--- config.mk ---
export PLATFORM = sky130hd
export DESIGN_NAME = unidade_controle
export DESIGN_NICKNAME = d
export VERILOG_FILES = /design/src/rtl/ula_pkg.sv /design/src/rtl/banco_regs.sv /design/src/rtl/unidade_controle.sv
export SDC_FILE = /design/constraint.sdc
export NUM_CORES = 1
export LEC_CHECK = 0
export BUFFER_PORTS_ARGS = -buffer_cell sky130_fd_sc_hd__buf_4
export CAP_MARGIN = 20
export CORE_UTILIZATION = 40
export DETAILED_ROUTE_END_ITERATION = 8
export PLACE_DENSITY = 0.59
export SLEW_MARGIN = 20
export SYNTH_ARGS = -nofsm -noshare
export SYNTH_HDL_FRONTEND = slang
export SYNTH_SLANG_ARGS = --single-unit
export TNS_END_PERCENT = 100
--- constraint.sdc ---
create_clock -name Clock -period 3.17 [get_ports Clock]
set_clock_uncertainty 0.15 [all_clocks]
set_input_delay 0.634 -clock Clock [delete_from_list [all_inputs] [get_ports Clock]]
set_output_delay 0.634 -clock Clock [all_outputs]
set_load 0.005 [all_outputs]
--- src/rtl/ula_pkg.sv ---
// Shared definitions for the control unit: ALU op codes, FSM states and
// instruction field positions.
package ula_pkg;

  typedef enum logic [1:0] {
    ULA_BEQ = 2'b00,
    ULA_SUB = 2'b01,
    ULA_ADD = 2'b10,
    ULA_SIP = 2'b11
  } ula_op_t;

  typedef enum logic [1:0] {
    ST_FETCH = 2'b00,
    ST_EXEC  = 2'b01,
    ST_WB    = 2'b10,
    ST_HALT  = 2'b11
  } state_t;

  localparam int unsigned OP_MSB   = 15;
  localparam int unsigned OP_LSB   = 14;
  localparam int unsigned I_BIT    = 13;
  localparam int unsigned HALT_BIT = 12;
  localparam int unsigned RD_MSB   = 11;
  localparam int unsigned RD_LSB   = 10;
  localparam int unsigned RA_MSB   = 9;
  localparam int unsigned RA_LSB   = 8;
  localparam int unsigned IMM_MSB  = 7;
  localparam int unsigned IMM_LSB  = 0;

endpackage

--- src/rtl/banco_regs.sv ---
// 4x8 register file: two operand read ports, one debug read port, one write
// port, asynchronous active-low clear.
module banco_regs (
  input  logic       clk,
  input  logic       rst_n,
  input  logic [1:0] addr_a,
  output logic [7:0] data_a,
  input  logic [1:0] addr_b,
  output logic [7:0] data_b,
  input  logic [1:0] addr_dbg,
  output logic [7:0] data_dbg,
  input  logic       wr_en,
  input  logic [1:0] wr_addr,
  input  logic [7:0] wr_data
);

  logic [7:0] regs [4];

  always_ff @(posedge clk or negedge rst_n) begin
    if (!rst_n) begin
      for (int unsigned i = 0; i < 4; i++) regs[i] <= '0;
    end else if (wr_en) begin
      regs[wr_addr] <= wr_data;
    end
  end

  assign data_a   = regs[addr_a];
  assign data_b   = regs[addr_b];
  assign data_dbg = regs[addr_dbg];

endmodule

--- src/rtl/unidade_controle.sv ---
// Multi-cycle control unit: fetches 16-bit instructions, drives an external
// combinational ALU and writes results back into a 4x8 register file.
module unidade_controle
  import ula_pkg::*;
#(
  parameter logic [7:0] RESET_PC = 8'h00
) (
  input  logic        Clock,
  input  logic        Resetn,
  input  logic        Enable,
  output logic        InstReq,
  output logic [7:0]  InstAddr,
  input  logic        InstAck,
  input  logic [15:0] InstData,
  output logic [7:0]  Dado1,
  output logic [7:0]  Dado2,
  output logic [1:0]  UlaOp,
  input  logic        Zero,
  input  logic [7:0]  Resultado,
  output logic        Halted,
  input  logic [1:0]  DbgSel,
  output logic [7:0]  DbgData
);

  state_t      state;
  logic [7:0]  pc;
  logic [15:0] ir;
  logic [7:0]  res;
  logic        zf;

  logic [1:0]  op;
  logic        i_bit;
  logic        halt_bit;
  logic [1:0]  rd;
  logic [1:0]  ra;
  logic [7:0]  imm;
  logic        is_beq;
  logic [1:0]  addr_b;
  logic [7:0]  data_a;
  logic [7:0]  data_b;
  logic        wr_en;

  assign op       = ir[OP_MSB:OP_LSB];
  assign i_bit    = ir[I_BIT];
  assign halt_bit = ir[HALT_BIT];
  assign rd       = ir[RD_MSB:RD_LSB];
  assign ra       = ir[RA_MSB:RA_LSB];
  assign imm      = ir[IMM_MSB:IMM_LSB];
  assign is_beq   = (op == ULA_BEQ);

  // BEQ compares R[ra] with R[rd]; every other op uses rb = imm[1:0] or imm itself
  assign addr_b   = is_beq ? rd : imm[1:0];
  assign Dado1    = data_a;
  assign Dado2    = (!is_beq && i_bit) ? imm : data_b;
  assign UlaOp    = op;
  assign InstAddr = pc;
  assign wr_en    = (state == ST_WB) && !halt_bit && !is_beq;

  banco_regs u_banco_regs (
    .clk      (Clock),
    .rst_n    (Resetn),
    .addr_a   (ra),
    .data_a   (data_a),
    .addr_b   (addr_b),
    .data_b   (data_b),
    .addr_dbg (DbgSel),
    .data_dbg (DbgData),
    .wr_en    (wr_en),
    .wr_addr  (rd),
    .wr_data  (res)
  );

  // WB raises InstReq directly so the next fetch needs no extra cycle
  always_ff @(posedge Clock or negedge Resetn) begin
    if (!Resetn) begin
      state   <= ST_FETCH;
      pc      <= RESET_PC;
      ir      <= '0;
      res     <= '0;
      zf      <= 1'b0;
      InstReq <= 1'b0;
      Halted  <= 1'b0;
    end else begin
      case (state)
        ST_FETCH: begin
          if (InstReq) begin
            if (InstAck) begin
              ir      <= InstData;
              InstReq <= 1'b0;
              state   <= ST_EXEC;
            end
          end else begin
            InstReq <= Enable;
          end
        end
        ST_EXEC: begin
          res   <= Resultado;
          zf    <= Zero;
          state <= ST_WB;
        end
        ST_WB: begin
          if (halt_bit) begin
            Halted <= 1'b1;
            state  <= ST_HALT;
          end else begin
            if (is_beq && zf) pc <= imm;
            else              pc <= pc + 8'd1;
            InstReq <= Enable;
            state   <= ST_FETCH;
          end
        end
        ST_HALT: begin
          state <= ST_HALT;
        end
        default: state <= ST_FETCH;
      endcase
    end
  end

endmodule

==> out/metrics.cfg <==
[min_path]
min_path_type = in2async

[layout]
drive_above_1_share = 0.4843
antenna_cells = 0
final_cell_mix = buf_4, dfrtp_1, mux2_2, a21oi_1, mux4_2
final_common_cell = buf_4
finalNonFillerCells = 459
nets = 378
area_growth_pct = 22.87

[sta]
drv_slew = 0
tightest_slew_ns = 0.9104
hold_violations = 0
fin_crit_ns = 2.941
finalCritPeriodShare = 0.9278
fmax_mhz = 340.0
finalSetupTns_ns = 0
finalSetupViolCount = 0
slew_headroom = 0.3917
grt_setup_unrepaired = false
fin_ws_ns = 0.2289

[placement]
numPortBuffers = 66
hpwlAfterDp_um = 5974
placed_cells = 443
finalWeightedCongestion = 0.7817
dp_slack_ns = 0.3662

[die]
die_x_um = 96.72
ioPinCount = 67
die_h_um = 96.72
initial_core_util = 0.4115
dieArea_um2 = 9354
rows = 34
core-area_um2 = 8721

[drt]
drt-vias-per-instance = 5.590
wl_um = 8638
drt_iter0_drc = 72
ant_nets = 0
firstDrtPassIters = 4
vias = 2566
drt_drc_violations_left = 0
detail_route.wl_per_cell_um = 18.82

[worst_setup_path]
reg2reg_to = u_banco_regs.regs[13]
arrival_ns = 2.16
r2r_start = state[0]
r2r_slack_ns = 0.59
crit_end = Dado2[1]
cp_max_fo = 16
crit_start = ir[14]
cp-start-kind = register
reg2reg_depth = 3
path_class = reg2out
cp-end-kind = output pin
worstPathRequired_ns = 2.39

[synthesis]
synthCells = 281
synthArstFlopShare = 1.000
ys_types = 43
syn_area_um2 = 3588
ys_seq_area_frac = 0.4812
yosysWarnings = 0
yosys_register_bits = 69
synth_fp_nets = 313
synth_edf_count = 0
syn_avg_cell_area_um2 = 12.77
synth_flop_cell = dfrtp_1

[global_routing]
grt_antenna_before_repair = 0
grt_pass1_wl_um = 14150
grt_pass1_vias = 2514
grt-ovfl-total = 0
grt_max_degree = 70
grtUsageTotal = 0.1960

[pwr]
powerDensity_nw_per_um2 = 1156
p_leak_nw = 1.905
clkPwrFrac = 0.162
p_sw_frac = 0.3741
seqPwrFrac = 0.367
combPwrFrac = 0.471
ir_worst_vdd_mv = 0.5086
internal-power_mw = 3.191
switchingPower_mw = 1.907

[clock_network]
cts_setup_buffers = 0
cts-root-buf = clkbuf_8
path_clk_slew_ns = 0.08
clkSinkCount = 69
clock_tree.buffer_depth = 2
numCtsBuffers = 9
clk_latency_ns = 0.35
cts_tree = built
htreeDepth = 3

[flow_run]
cap_viol_max_count = 0

[run_status]
status = complete, no violations

metal layers:
| metal | track usage | wire length [um] |
|---|---|---|
| met4 | 0.05166 | 81 |
| met1 | 0.2797 | 4017 |
| met3 | 0.05853 | 545 |
| met5 | 0 | 0 |
| met2 | 0.2914 | 3994 |
through the flow:
stage / util / area (um^2) / power [mW] / hold slack [ns]
floorplan: - / 3588 / 3.254 / 0.1884
global placement: 0.4775 / 4164 / 4.211 / 0.3142
detailed placement: 0.4775 / 4164 / 4.265 / 0.3381
CTS: 0.5040 / 4395 / 5.123 / 0.2840
global route: 0.5056 / 4409 / 5.448 / 0.3117
finish: 0.5056 / 4409 / 5.098 / 0.2193
synthesized netlist by cell type, types with 2 or more instances:
cell type	number	area share
dfrtp_1	69	0.48
mux2_2	56	0.18
a21oi_1	20	0.028
a211oi_1	16	0.033
mux4_2	16	0.10
nand2_1	14	0.015
nor2_1	13	0.014
and3_1	9	0.016
o21ai_0	8	0.011
clkbuf_1	6	0.0063
nand3_1	6	0.0084
buf_2	3	0.0042
buf_4	3	0.0063
or3b_2	3	0.0073
a2bb2oi_1	2	0.0049
buf_1	2	0.0021
buf_6	2	0.0063
clkbuf_2	2	0.0028
mux2i_1	2	0.0056
nand2b_1	2	0.0035
nor2_2	2	0.0035
nor4b_4	2	0.013
o21ai_1	2	0.0028
o22ai_1	2	0.0035
cells by family after synthesis:
group / count (synthesis) / share of synthesized area
simple gates: 62 / 0.1067
flops: 69 / 0.4812
buf+inv: 19 / 0.02894
fa+ha+maj: 1 / 0.003486
mux: 75 / 0.2849
compound gates: 55 / 0.09485
state kept, by name (all words and copies together), names as in the netlist:
signal and flops:
res 8, zf 1, state 2, InstReq 1, u_banco_regs.regs 32, ir 16
Halted 1, InstAddr 8
what timing repair did:
| item | in CTS | in global routing |
|---|---|---|
| gates resized for setup | 1 | 5 |
| endpoints found under the setup margin | 4 | 6 |
| hold buffers | 0 | 0 |
critical path, cell delays in order (launching register included):
cell	delay (ns)
dfrtp_1	0.48
or3b_4	0.50
nand2_4	0.18
a21oi_1	0.09
a211oi_1	0.37
buf_4	0.18
worst min-delay path by stage:
stage,endpoint
after floorplan,Halted
final,InstAddr[6]
after global routing,InstAddr[6]
after detailed placement,Halted
after CTS,InstAddr[6]
after global placement,Halted
final cells by class:
class                           count  area, um^2
Timing Repair Buffer               72       540.5
Tap cell                          108       135.1
Inverter                            1       3.754
Sequential cell                    69        1728
Clock buffer                       13       158.9
Multi-Input combinational cell    193        1775
Clock inverter                      3       67.56
Fill cell                         795        4312
power groups by stage:
stage / Sequential, mW / Combinational [mW] / Clock, mW
detailed placement: 1.88 / 2.38 / 0
finish: 1.87 / 2.40 / 0.826
floorplan: 1.63 / 1.62 / 0
CTS: 1.87 / 2.41 / 0.848
global route: 1.96 / 2.60 / 0.886
global placement: 1.86 / 2.35 / 0
Power figures use the tool's default switching activity.
